## src/rtl/alu_arbiter.sv

```systemverilog
// Round-robin arbiter sharing one W-bit Alu between two requesters, with a registered response channel.
// Optional grant counters are enabled by defining ALU_ARB_STATS_EN.
//
// state | meaning
// IDLE  | waiting for a request; one ready asserted when any valid is present
// EXEC  | latched operands drive the Alu; result registered into rsp_*
// RESP  | response held until rsp_ready
module alu_arbiter #(
   parameter int W     = 32,
   parameter int CNT_W = 16
) (
   input  logic             clk,
   input  logic             rst_n,
   input  logic             req0_valid,
   output logic             req0_ready,
   input  logic [W-1:0]     req0_a,
   input  logic [W-1:0]     req0_b,
   input  logic [3:0]       req0_op,
   input  logic             req1_valid,
   output logic             req1_ready,
   input  logic [W-1:0]     req1_a,
   input  logic [W-1:0]     req1_b,
   input  logic [3:0]       req1_op,
   output logic             rsp_valid,
   input  logic             rsp_ready,
   output logic             rsp_id,
   output logic [W-1:0]     rsp_res,
   output logic             rsp_zero,
   output logic             busy,
   output logic [CNT_W-1:0] gnt_cnt0,
   output logic [CNT_W-1:0] gnt_cnt1
);

   typedef enum logic [1:0] {
      IDLE = 2'd0,
      EXEC = 2'd1,
      RESP = 2'd2
   } state_t;

   state_t         state;
   state_t         state_nxt;
   logic           prio;
   logic [W-1:0]   op_a;
   logic [W-1:0]   op_b;
   logic [3:0]     op_code;
   logic           op_id;
   logic           gnt_any;
   logic           gnt_id;
   logic [W-1:0]   alu_res;

   // Ready is gated by rst_n so nothing is accepted on a reset edge.
   always_comb begin
      gnt_id     = (req0_valid & req1_valid) ? prio : req1_valid;
      gnt_any    = rst_n & (state == IDLE) & (req0_valid | req1_valid);
      req0_ready = gnt_any & ~gnt_id;
      req1_ready = gnt_any & gnt_id;
   end

   always_comb begin
      state_nxt = state;
      case (state)
         IDLE:    if (gnt_any) state_nxt = EXEC;
         EXEC:    state_nxt = RESP;
         RESP:    if (rsp_ready) state_nxt = IDLE;
         default: state_nxt = IDLE;
      endcase
   end

   assign busy = (state != IDLE);

   always_comb begin
      alu_res = '0;
      case (op_code)
         4'b0010: alu_res = op_a + op_b;
         4'b0110: alu_res = op_a - op_b;
         4'b0111: alu_res = {{(W-1){1'b0}}, (op_a < op_b)};
         4'b0000: alu_res = op_a & op_b;
         4'b0001: alu_res = op_a | op_b;
         // 1 unless A is strictly positive as a signed value
         4'b0100: alu_res = {{(W-1){1'b0}}, (op_a[W-1] | (op_a == '0))};
         default: alu_res = '0;
      endcase
   end

   always_ff @(posedge clk) begin
      if (!rst_n) begin
         state     <= IDLE;
         prio      <= 1'b0;
         op_a      <= '0;
         op_b      <= '0;
         op_code   <= '0;
         op_id     <= 1'b0;
         rsp_valid <= 1'b0;
         rsp_id    <= 1'b0;
         rsp_res   <= '0;
         rsp_zero  <= 1'b0;
      end else begin
         state <= state_nxt;
         if (gnt_any) begin
            op_a    <= gnt_id ? req1_a  : req0_a;
            op_b    <= gnt_id ? req1_b  : req0_b;
            op_code <= gnt_id ? req1_op : req0_op;
            op_id   <= gnt_id;
            prio    <= ~gnt_id;
         end
         if (state == EXEC) begin
            rsp_valid <= 1'b1;
            rsp_id    <= op_id;
            rsp_res   <= alu_res;
            rsp_zero  <= (alu_res == '0);
         end else if (state == RESP && rsp_ready) begin
            rsp_valid <= 1'b0;
         end
      end
   end

`ifdef ALU_ARB_STATS_EN
   logic [CNT_W-1:0] cnt0;
   logic [CNT_W-1:0] cnt1;

   always_ff @(posedge clk) begin
      if (!rst_n) begin
         cnt0 <= '0;
         cnt1 <= '0;
      end else begin
         if (req0_ready && cnt0 != {CNT_W{1'b1}})
            cnt0 <= cnt0 + {{(CNT_W-1){1'b0}}, 1'b1};
         if (req1_ready && cnt1 != {CNT_W{1'b1}})
            cnt1 <= cnt1 + {{(CNT_W-1){1'b0}}, 1'b1};
      end
   end

   assign gnt_cnt0 = cnt0;
   assign gnt_cnt1 = cnt1;
`else
   assign gnt_cnt0 = '0;
   assign gnt_cnt1 = '0;
`endif

endmodule

```

## config.mk

```make
export PLATFORM = sky130hd
export DESIGN_NAME = alu_arbiter
export DESIGN_NICKNAME = d
export VERILOG_FILES = /design/src/rtl/alu_arbiter.sv
export SDC_FILE = /design/constraint.sdc
export NUM_CORES = 1
export LEC_CHECK = 0
export BUFFER_PORTS_ARGS = -buffer_cell sky130_fd_sc_hd__buf_2
export CORE_MARGIN = 1.5
export CORE_UTILIZATION = 43
export CTS_CLUSTER_DIAMETER = 120
export DETAILED_ROUTE_END_ITERATION = 12
export HOLD_SLACK_MARGIN = 0.12
export PLACE_DENSITY = 0.67
export SLEW_MARGIN = 0
export SYNTH_ARGS = -nofsm -noshare
export SYNTH_HDL_FRONTEND = slang
export SYNTH_SLANG_ARGS = --single-unit
```

## constraint.sdc

```tcl
create_clock -name clk -period 5.1 [get_ports clk]
set_input_delay 0.765 -clock clk [delete_from_list [all_inputs] [get_ports clk]]
set_output_delay 0.765 -clock clk [all_outputs]
set_load 0.03 [all_outputs]
```

### After elaboration in Yosys (flattened, before gate mapping)

Index checks and enable logic that the tools add are counted.

| cells by class | value |
|---|---|
| add/sub/neg operators | 2 |
| magnitude comparators | 1 |
| reduce and logical (&&, ||, !) cells | 8 |
| equality and inequality tests | 9 |
| mux-type cells | 10 |
| bitwise gates (word level) | 10 |

Operators by type and width:

| operator | count |
|---|---|
| $pmux W32 S6 | 1 |
| $logic_not A32 Y1 | 2 |
| $mux W32 | 2 |
| $add A32 B32 Y32 | 1 |
| $and A32 B32 Y32 | 1 |
| $lt A32 B32 Y1 | 1 |
| $or A32 B32 Y32 | 1 |
| $sub A32 B32 Y32 | 1 |
| $eq A4 B3 Y1 const B | 3 |
| $pmux W2 S3 | 1 |
| $and A1 B1 Y1 | 5 |
| $eq A4 B1 Y1 const B | 1 |
| $eq A4 B2 Y1 const B | 1 |
| $logic_not A4 Y1 | 1 |
| $mux W2 | 2 |
| $mux W4 | 1 |
| $ne A2 B2 Y1 const B | 2 |
| $reduce_bool A2 Y1 | 2 |
| $mux W1 | 3 |
| $eq A2 B1 Y1 const B | 1 |
| $eq A2 B2 Y1 const B | 1 |
| $logic_not A2 Y1 | 1 |
| $or A1 B1 Y1 | 2 |
| $reduce_and A2 Y1 | 1 |
| 2 further kinds | 2 |

| word-level totals | value |
|---|---|
| input port bits | 141 |
| output and inout bits | 70 |
| register bits after elaboration | 107 |
| word-level logic and storage cells | 50 |

### Longest topological paths before layout

Gate-level depths: netlist of the first run.

| depth | value |
|---|---|
| word-level depth | 5 |
| mapped depth | 15 |
| gate-level depth less buffers | 15 |

### Worst setup path before layout of the first run

OpenSTA, ideal clock, no wires.

| path | value |
|---|---|
| kind | register to register |
| start | register op_a[0] |
| end | register rsp_zero |
| slack | 1.728 ns |
| setup time | 0.084 ns |
| period minus slack after synthesis | 3.372 ns |
| data arrival time | 3.288 ns |
| cell stages (with the launch flop) | 16 |
| required time | 5.016 ns |
| path through | dfxtp_1 > inv_1 > ha_1 > fa_1 > o21ba_1 > or4_4 > a21oi_2 > o21ai_0 > a211oi_1 > xnor2_1 > o22ai_1 > nor4_1 > nand4_1 > nor4_2 > nand4_1 > o31ai_2 |

| on the way | value |
|---|---|
| longest elaborated chain between the ends | 4 |
| elaborated cells between the ends (all ways) | 9 |

RTL lines:

| item | RTL line | text |
|---|---|---|
| start: declaration | 43 | `logic [W-1:0] op_a;` |
| start signal: assignment | 100 | `op_a <= gnt_id ? req1_a : req0_a;` |
| parallel branches: the longest is 2 deep, another holds $sub A32 B32 Y32 | - |  |
| $pmux W32 S6 * | 73 | `case (op_code)` |
| $logic_not A32 Y1 * | 110 | `rsp_zero <= (alu_res == '0);` |
| end signal: assignment | 110 |  |
| end: declaration | 28 | `output logic rsp_zero,` |

Every way passes the cells marked *.
A chain may end at the register's enable or synchronous reset.

### Worst setup path in the final report of the first run

| path | value |
|---|---|
| start | register op_a[12] |
| end | register rsp_zero |

Same word-level chain as after synthesis.

==> run summary, run 1 <==
Crit path DAT - 4.41 ns
IO Pins - 211
Die area - 0.02248 sq mm
Clk root buf - clkbuf_16
Largest net degree at the start of global routing - 72
Hold Crit Class - flop to flop
IO Port Bufs - 178
Status - finished clean
Synthesized area - 0.009283 sq mm
Setup Buffers After CTS - 0
Chip Width - 149.9 um
# diodes - 0
Clk sinks - 107
Place WS - 1.078 ns
TritonCTS clock tree - done
Final Hold Viols - 0
Yosys warning count - 0
Maxcap violations - 0
Iteration-0 DRC count of the detailed router - 1226
Final WS setup - 0.9716 ns
Total congestion overflow - 0
Avg WL per Cell - 18.54 um
Peak Freq - 242.2 MHz
Worst vdd ir - 0.0001447 V
Antenna Nets Post-Route - 0
Distinct cells, synth - 84
Final net count - 1558
Max Root-Sink Buffers - 2
Clock Skews - 0.008119 ns
Hold path depth - 2
Die Ht - 149.9 um
Hold wc startpoint - rsp_res[0]$_SDFFE_PN0P_
Final Max Slew Viols - 0
Total iterations of the first detailed-routing run - 9
Core area - 0.02109 sq mm
Starting Density - 44.02%
Tmin final - 4.128 ns
#FFs+latches synth - 107
Fill cells - 2100
Reg-to-reg critical path endpoint - rsp_zero$_SDFFE_PN0P_
CP required - 5.38 ns
Hold Slack - 0.4624 ns
Pleak - 4.451 nW
Clock slew seen by the registers of the worst setup and hold paths - 0.08 ns
Avg Inst Size Synth - 7.768 sq um
Final core occ - 49.02%
Ys flop type - dfxtp_1
All-Layer GR Usage - 26.08%
Final setup viols - 0
Maximum fanout along the worst path - 15
WHS Endpoint - rsp_res[0]$_SDFFE_PN0P_
Setup CP Type - flop to flop
Vias in the first global route - 8496
Flop-to-flop setup slack - 0.97 ns
Setup TNS - 0 ns
Post-CTS Resized - 0
Post-synth EDFFs - 0
Slew of the pin with the lowest slew margin - 1.082 ns
DRT Wirelength - 29.56 mm
Placed wire-length estimate - 22.60 mm
Initial antenna violation count - 0
CP Capture Type - flop
Layout cells sized above 1 - 18.04%
Area Overhead vs Synth - 11.36%
Part of the cycle the worst path needs - 80.95%
Post-synth ARST share - 0%
Final Wtd Congestion - 0.9675
R2R cell count - 13
Worst-Skew Late Latency - 0.37 ns
DR vias/cell - 5.967
Rel. slew slack - 27.80%
RSZ-0062 raised after global routing - false
Worst Setup Start Kind - flop
H-tree level count - 3
First-pass GRT wire length - 46.25 mm
FF-to-FF Start - op_a[12]$_SDFFE_PN0P_
CTS Hold Bufs - 0
DRC viols - 0
Overall Power - 2.826 mW
Vias - 9512
Register area share after synthesis - 23.08%
Row cnt - 53
Number of CTS-inserted buffers - 9
Cell Pwr Density - 273.4 mW/mm^2
Mapped Cells - 1195
-- synthesized netlist by cell type, types with 9 or more instances --
master | count | area share [%]
nor2_1 | 168 | 6.8
dfxtp_1 | 107 | 23
ha_1 | 101 | 14
inv_1 | 100 | 4.0
a21oi_1 | 86 | 4.6
a222oi_1 | 68 | 7.3
nand2_1 | 59 | 2.4
o21ai_0 | 52 | 2.8
clkbuf_1 | 51 | 2.1
a211oi_1 | 43 | 3.5
buf_4 | 34 | 2.7
nor3_1 | 27 | 1.5
o211ai_1 | 18 | 1.5
nor4_1 | 17 | 1.1
nand3_1 | 15 | 0.81
nand4_1 | 14 | 0.94
a21o_1 | 13 | 1.1
xnor2_1 | 13 | 1.2
o21bai_1 | 11 | 0.89
clkbuf_8 | 10 | 1.5
o31ai_1 | 9 | 0.73
-- critical path, stage by stage, from the launching register on --
cell	delay, ns
dfxtp_1	0.42
inv_1	0.07
ha_1	0.57
inv_1	0.22
o31ai_1	0.62
and3b_1	0.28
o41ai_1	0.44
o21a_1	0.18
o31ai_1	0.12
nor4_2	0.32
nand4_1	0.16
nor4_2	0.30
nand4_1	0.15
o31ai_2	0.19
-- final cells by class --
class                   instances  area (sq um)  share of cell area [%]
flip-flops and latches        107          2143                   20.73
clock inverters                 6         47.55                  0.4599
repair buffers                191         988.4                   9.562
inverters                     102         382.9                   3.704
well taps                     275         344.1                   3.328
clock buffers                  10         239.0                   2.312
multi-input cells             903          6192                   59.90
-- state kept, by name, summed over array words and instances, names as in the netlist --
name / count
op_code: 4
rsp_zero: 1
prio: 1
op_id: 1
rsp_res: 32
op_a: 32
op_b: 32
state: 2
rsp_id: 1
rsp_valid: 1
-- how the worst max path moves through the flow --
stage                          start                     to  slack (ns)
6_report       op_a[12]$_SDFFE_PN0P_  rsp_zero$_SDFFE_PN0P_        0.97
4_1_cts         op_a[0]$_SDFFE_PN0P_  rsp_zero$_SDFFE_PN0P_        1.06
3_5_place_dp    op_a[0]$_SDFFE_PN0P_  rsp_zero$_SDFFE_PN0P_        1.08
5_1_grt        op_a[12]$_SDFFE_PN0P_  rsp_zero$_SDFFE_PN0P_        0.73
3_3_place_gp    op_a[0]$_SDFFE_PN0P_  rsp_zero$_SDFFE_PN0P_        1.12
2_1_floorplan   op_a[0]$_SDFFE_PN0P_  rsp_zero$_SDFFE_PN0P_        1.73
-- layout by cell type (no fill, tap or decap), types with 13 or more instances in the layout --
master    instances
a211oi_1         43
a21o_1           13
a21oi_1          85
a222oi_1         68
buf_2           178
buf_4            13
conb_1           32
dfxtp_1         106
ha_1            101
inv_1           100
nand2_1          59
nand3_1          15
nand4_1          14
nor2_1          168
nor3_1           27
nor4_1           17
o211ai_1         18
o21ai_0          52
xnor2_1          13
-- where the power goes --
| group | switching, mW | internal (mW) |
|---|---|---|
| clock | 0.351 | 0.350 |
| sequential | 0.0785 | 0.904 |
| combinational | 0.734 | 0.408 |
| total | 1.16 | 1.66 |
-- metal layers --
metal	wire length, um	GRT usage (%)	vias up
met5	0	0	-
met4	359	5.588	0
met3	2458	3.628	25
met2	12630	39.24	464
met1	14110	39.00	4445
li1	-	-	4578
-- stage by stage --
step           instance area [sq um]  std cells
2_1_floorplan                   9399       1226
3_3_place_gp                   10050       1578
3_5_place_dp                   10050       1578
4_1_cts                        10340       1594
5_1_grt                        10340       1594
6_report                       10340       1594
-- kinds of logic after synthesis --
family / synth area share (%)
adders and majority gates: 14.05
buffers and inverters: 11.81
and+or+nand+nor: 18.43
xor gates and xnor gates: 1.415
AOI/OAI and AO/OA: 30.33
other: 0.04040
muxes: 0.8627
DFF: 23.08
Power figures use the tool's default switching activity.
==> run 2, diff against run 1 <==
ABC_AREA = 1   (was not set)
PLACE_DENSITY = 0.66   (was 0.67)
clock period = 4.15 ns   (was 5.1 ns; I/O delays follow)
==> run summary, run 2 <==
CTS Hold Bufs - 0 (unchanged)
Clock Skews - 0.01915 ns (+0.01103 ns)
Clock slew seen by the registers of the worst setup and hold paths - 0.09 ns (about the same)
Vias in the first global route - 11160 (+31%)
#FFs+latches synth - 107 (unchanged)
Pleak - 6.482 nW (+46%)
Die Ht - 162.3 um (+8.3%)
Place WS - 0.8787 ns (-0.1994 ns)
Iteration-0 DRC count of the detailed router - 1438 (+17%)
Final Wtd Congestion - 1.046 (+8.1%)
Status - finished clean
RSZ-0062 raised after global routing - false
# diodes - 0 (unchanged)
Setup Buffers After CTS - 0 (unchanged)
H-tree level count - 3 (unchanged)
Yosys warning count - 0 (unchanged)
CP Capture Type - flop
Avg Inst Size Synth - 5.689 sq um (-27%)
First-pass GRT wire length - 66.15 mm (+43%)
Antenna Nets Post-Route - 0 (unchanged)
Final setup viols - 0 (unchanged)
Clk sinks - 107 (unchanged)
Maximum fanout along the worst path - 9 (-6)
Post-synth ARST share - 0% (unchanged)
Ranking of synthesized cells by area - nand2_1 (22%), dfxtp_1 (20%), ha_1 (12%), inv_1 (12%), nand3_1 (6.4%)
Top-count cell post-synth - nand2_1
Core area - 0.02504 sq mm (+19%)
IO Pins - 211 (unchanged)
Layout cells sized above 1 - 12.00% (-6.0 points)
Final Max Slew Viols - 0 (unchanged)
Final WS setup - 0.7082 ns (-0.2633 ns)
FF-to-FF Start - op_b[19]$_SDFFE_PN0P_
Maxcap violations - 0 (unchanged)
WHS Endpoint - prio$_SDFFE_PN0P_
Row cnt - 58 (+9.4%)
Largest net degree at the start of global routing - 74 (+2.8%)
Commonest non-fill, non-tap cells in the layout - nand2_1 (652), inv_1 (335), nor2_1 (181)
Setup TNS - 0 ns (unchanged)
Final Hold Viols - 0 (unchanged)
Starting Density - 43.60% (-0.42 points)
Cell Pwr Density - 324.5 mW/mm^2 (+19%)
All-Layer GR Usage - 33.38% (+7.3 points)
Chip Width - 162.3 um (+8.3%)
R2R cell count - 18 (+5)
Hold Crit Class - flop to flop
Number of CTS-inserted buffers - 9 (unchanged)
Distinct cells, synth - 40 (-52%)
Fill cells - 2714 (+29%)
Synthesized area - 0.01092 sq mm (+18%)
Rel. slew slack - 40.50% (+13 points)
Tmin final - 3.442 ns (-0.6867 ns)
Reg-to-reg critical path endpoint - rsp_zero$_SDFFE_PN0P_
Commonest non-fill, non-tap cell in the layout - nand2_1
Post-synth EDFFs - 0 (unchanged)
Slew of the pin with the lowest slew margin - 0.8914 ns (-0.1904 ns)
Hold path depth - 2 (unchanged)
Die area - 0.02635 sq mm (+17%)
Post-CTS Resized - 0 (unchanged)
Initial antenna violation count - 1 (+1)
Largest regs - op_a (32), op_b (32), rsp_res (32)
Worst-Skew Late Latency - 0.38 ns (about the same)
Synth area leader - nand2_1
Part of the cycle the worst path needs - 82.93% (+2.0 points)
Register area share after synthesis - 19.62% (-3.5 points)
IO Port Bufs - 178 (unchanged)
CP required - 4.45 ns (-0.93 ns)
Crit path DAT - 3.74 ns (-0.67 ns)
Ranking of synthesized cells by instance count - nand2_1 (652), inv_1 (335), nor2_1 (184)
Placed wire-length estimate - 35.98 mm (+59%)
Area Overhead vs Synth - 11.89%
Vias - 12510 (+32%)
Clk root buf - clkbuf_16
DRC viols - 0 (unchanged)
DRT Wirelength - 44.24 mm (+50%)
Worst Setup Start Kind - flop
Avg WL per Cell - 18.53 um (about the same)
Ys flop type - dfxtp_1
DR vias/cell - 5.240 (-12%)
TritonCTS clock tree - done
Hold wc startpoint - prio$_SDFFE_PN0P_
Setup CP Type - flop to flop
Total iterations of the first detailed-routing run - 8 (-1)
Flop-to-flop setup slack - 0.71 ns (-0.26 ns)
Worst vdd ir - 0.0001788 V (+24%)
Total congestion overflow - 0 (unchanged)
Mapped Cells - 1919 (+61%)
Yosys top cell area share - 22.42% (-0.66 points)
Max Root-Sink Buffers - 2 (unchanged)
Peak Freq - 290.6 MHz (+20%)
Final net count - 2297 (+47%)
[run 2: layout make-up]
class	instances	area (sq um)	share of cell area [%]
Clock buffer	9	225.2	1.844
Clock inverter	7	96.34	0.7888
Inverter	342	1284	10.51
Multi-Input combinational cell	1400	7038	57.62
Sequential cell	107	2142	17.54
Tap cell	330	412.9	3.380
Timing Repair Buffer	193	1016	8.318
[run 2: layer usage]
| metal | wire length [um] | part of all wire [%] | vias to the layer above | track usage [%] |
|---|---|---|---|---|
| met4 | 811 | 1.8 | 0 | 7.423 |
| met1 | 21080 | 48 | 5648 | 52.31 |
| met2 | 17760 | 40 | 650 | 47.63 |
| met5 | 0 | 0 | - | 0 |
| met3 | 4592 | 10 | 51 | 4.253 |
| li1 | - | - | 6164 | - |
[run 2: kinds of logic (layout without fill, tap and decap cells)]
| logic type | Yosys count | in the layout | share of synthesized area (%) |
|---|---|---|---|
| compound gates | 221 | 221 | 11.91 |
| xor+xnor | 3 | 3 | 0.2407 |
| fa+ha+maj | 103 | 103 | 11.94 |
| buf+inv | 443 | 551 | 17.28 |
| flops | 107 | 107 | 19.62 |
| other cells | 1 | 32 | 0.03435 |
| simple gates | 1041 | 1041 | 38.97 |
[run 2: how the worst max path moves through the flow]
stage                     startpoint               endpoint  slack (ns)  depth (start not counted)
5_1_grt        op_b[19]$_SDFFE_PN0P_  rsp_zero$_SDFFE_PN0P_        0.53                         18
2_1_floorplan                  rst_n             req1_ready        1.63                          6
3_5_place_dp   op_b[19]$_SDFFE_PN0P_  rsp_zero$_SDFFE_PN0P_        0.88                         18
3_3_place_gp   op_b[19]$_SDFFE_PN0P_  rsp_zero$_SDFFE_PN0P_        0.75                         18
6_report       op_b[19]$_SDFFE_PN0P_  rsp_zero$_SDFFE_PN0P_        0.71                         18
4_1_cts        op_b[19]$_SDFFE_PN0P_  rsp_zero$_SDFFE_PN0P_        0.83                         18
[run 2: per-stage QoR]
stage          hold WS [ns]  instance area [sq um]  cells  utilization [%]  power (mW)
2_1_floorplan        0.4453                  11030   1950                -       2.415
3_3_place_gp         0.4540                  11890   2372            47.50       2.970
3_5_place_dp         0.4609                  11890   2372            47.50       2.965
4_1_cts              0.4751                  12210   2388            48.79       3.925
5_1_grt              0.4942                  12210   2388            48.79       4.185
6_report             0.4697                  12210   2388            48.79       3.964
[run 2: worst max-delay path, stage by stage, from the launching register on]
cell and delay [ns]:
dfxtp_1 0.46, inv_1 0.10, ha_1 0.62, nand2_1 0.21, nor2_1 0.18, inv_1 0.09
nor2_1 0.23, nand3_1 0.18, nand3_1 0.12, nand2_1 0.05, nand3_1 0.12, nand2_1 0.10
nor2_2 0.11, nand2_1 0.06, nor2_1 0.35, nand2_1 0.09, nor2_1 0.11, nand2_1 0.08
a21oi_2 0.11
[run 2: power breakdown]
group / internal, mW / switching [mW]
registers: 1.11 / 0.0800
logic: 0.507 / 1.30
clock network: 0.444 / 0.524
==> run 3, diff against run 2 <==
clock period = 3.5 ns   (was 4.15 ns; I/O delays follow)
==> run summary, run 3 (synthesis results as in run 2) <==
Initial antenna violation count - 0 (-1)
DRC viols - 0 (unchanged)
Row cnt - 58 (unchanged)
Clk root buf - clkbuf_16
Max stage delay cell, worst path - ha_1
CP max stage delay - 0.65 ns (+0.03 ns)
Starting Density - 43.60% (unchanged)
Worst-Skew Late Latency - 0.38 ns (about the same)
Worst vdd ir - 0.0003167 V (+77%)
Clock Skews - 0.01439 ns (-0.004755 ns)
Core area - 0.02504 sq mm (unchanged)
Antenna Nets Post-Route - 0 (unchanged)
All-Layer GR Usage - 33.06% (-0.32 points)
Post-CTS Resized - 0 (unchanged)
Peak Freq - 309.7 MHz (+6.6%)
IO Port Bufs - 178 (unchanged)
Final Hold Viols - 0 (unchanged)
Setup CP Type - flop to flop
Worst Setup Start Kind - flop
Clock slew seen by the registers of the worst setup and hold paths - 0.09 ns (about the same)
Multi-input logic area - 0.007041 sq mm (about the same)
Seq. cell area - 0.002142 sq mm (unchanged)
Commonest non-fill, non-tap cells in the layout - nand2_1 (652), inv_1 (335), nor2_1 (181)
Part of the cycle the worst path needs - 92.27% (+9.3 points)
Total congestion overflow - 0 (unchanged)
Setup Buffers After CTS - 0 (unchanged)
DR vias/cell - 5.213 (-0.52%)
Status - finished clean
Cell mode on critical path - nand2_1
TritonCTS clock tree - done
Chip Width - 162.3 um (unchanged)
Area Overhead vs Synth - 14.09%
Rel. slew slack - 40.94% (+0.43 points)
Number of CTS-inserted buffers - 9 (unchanged)
Overall Power - 4.698 mW (+19%)
DRT Wirelength - 43.65 mm (-1.3%)
Commonest non-fill, non-tap cell in the layout - nand2_1
RSZ-0062 raised after global routing - false
First-pass GRT wire length - 65.38 mm (-1.2%)
Slew of the pin with the lowest slew margin - 0.8849 ns (-0.006500 ns)
CP Capture Type - flop
Final Wtd Congestion - 1.008 (-3.6%)
Layout cells sized above 1 - 13.48% (+1.5 points)
Cell Pwr Density - 377.2 mW/mm^2 (+16%)
Die area - 0.02635 sq mm (unchanged)
Avg WL per Cell - 18.01 um (-2.8%)
Fin area - 0.01245 sq mm (+2.0%)
Final net count - 2331 (+1.5%)
Maximum fanout along the worst path - 9 (unchanged)
Vias in the first global route - 11320 (+1.5%)
Final Max Slew Viols - 0 (unchanged)
Placed wire-length estimate - 36.15 mm (+0.49%)
Largest regs - op_a (32), op_b (32), rsp_res (32)
Placed Area - 0.01215 sq mm (+2.1%)
Crit path DAT - 3.55 ns (-0.19 ns)
Vias - 12630 (+0.94%)
Max Root-Sink Buffers - 2 (unchanged)
IO Pins - 211 (unchanged)
R2R cell count - 18 (unchanged)
Iteration-0 DRC count of the detailed router - 1212 (-16%)
CP required - 3.82 ns (-0.63 ns)
Pleak - 6.652 nW (+2.6%)
Die Ht - 162.3 um (unchanged)
H-tree level count - 3 (unchanged)
Hold path depth - 3 (+1)
Final core occ - 49.75% (+0.96 points)
Maxcap violations - 0 (unchanged)
CTS Hold Bufs - 0 (unchanged)
Largest net degree at the start of global routing - 79 (+6.8%)
Clk sinks - 107 (unchanged)
Total iterations of the first detailed-routing run - 7 (-1)
CP Cell Sequence - inv_1 > ha_1 > nand2_1 > nor2_2 > nand2_1 > nor2_1 > nand2_1 > nand3_1 > nand2_1 > nand3_1 > nand2_1 > nor2_1 > nand2_1 > nor2_1 > nand2_1 > nor2_1 > nand2_1 > a21oi_2
Final setup viols - 0 (unchanged)
Hold Crit Class - primary input to flop
Tmin final - 3.229 ns (-0.2124 ns)
Setup TNS - 0 ns (unchanged)
Flop-to-flop setup slack - 0.27 ns (-0.44 ns)
Fill cells - 2708 (-0.22%)
[run 3: worst paths after layout]
kind / start / to
worst max-delay path: op_a[21]$_SDFFE_PN0P_ / rsp_zero$_SDFFE_PN0P_
worst min-delay path: req0_a[30] / op_a[30]$_SDFFE_PN0P_
worst max register to register: op_a[21]$_SDFFE_PN0P_ / rsp_zero$_SDFFE_PN0P_
worst min register to register: rsp_valid$_SDFFE_PN0P_ / rsp_valid$_SDFFE_PN0P_
[run 3: layout make-up]
class	instances	share of cell area, %
Multi-Input combinational cell	1400	56.53
Sequential cell	107	17.20
Inverter	342	10.31
Timing Repair Buffer	227	10.21
Tap cell	330	3.315
Clock buffer	10	1.919
Clock inverter	6	0.5023
Antenna cell	1	0.02009
[run 3: metal layers]
| layer | routed length, um | part of all wire, % | up-vias | GRT usage (%) |
|---|---|---|---|---|
| met4 | 989 | 2.3 | 0 | 8.632 |
| met1 | 20940 | 48 | 5707 | 50.27 |
| met2 | 16920 | 39 | 635 | 45.71 |
| met3 | 4797 | 11 | 59 | 7.869 |
| li1 | - | - | 6230 | - |
| met5 | 0 | 0 | - | 0 |
[run 3: through the flow]
| step | hold slack [ns] | std cells | setup WS [ns] |
|---|---|---|---|
| floorplan | 0.4453 | 1950 | 1.179 |
| global placement | 0.4555 | 2406 | 0.2988 |
| detailed placement | 0.4675 | 2406 | 0.3131 |
| CTS | 0.3993 | 2422 | 0.2978 |
| global route | 0.4085 | 2422 | 0.04760 |
| finish | 0.4010 | 2423 | 0.2706 |
[run 3: worst max-delay path: cells and delay by family, from the launching register on]
kind	cells	cell delay, ns
buffers and inverters	1	0.08
AND/OR/NAND/NOR	15	1.97
adder cells (fa/ha/maj)	1	0.65
flip-flops	1	0.38
AO/OA/AOI/OAI	1	0.10
[run 3: report_power, final]
group | total, mW | switching (mW) | internal [mW]
combinational | 2.18 | 1.54 | 0.642
sequential | 1.40 | 0.0857 | 1.32
clock | 1.11 | 0.585 | 0.526
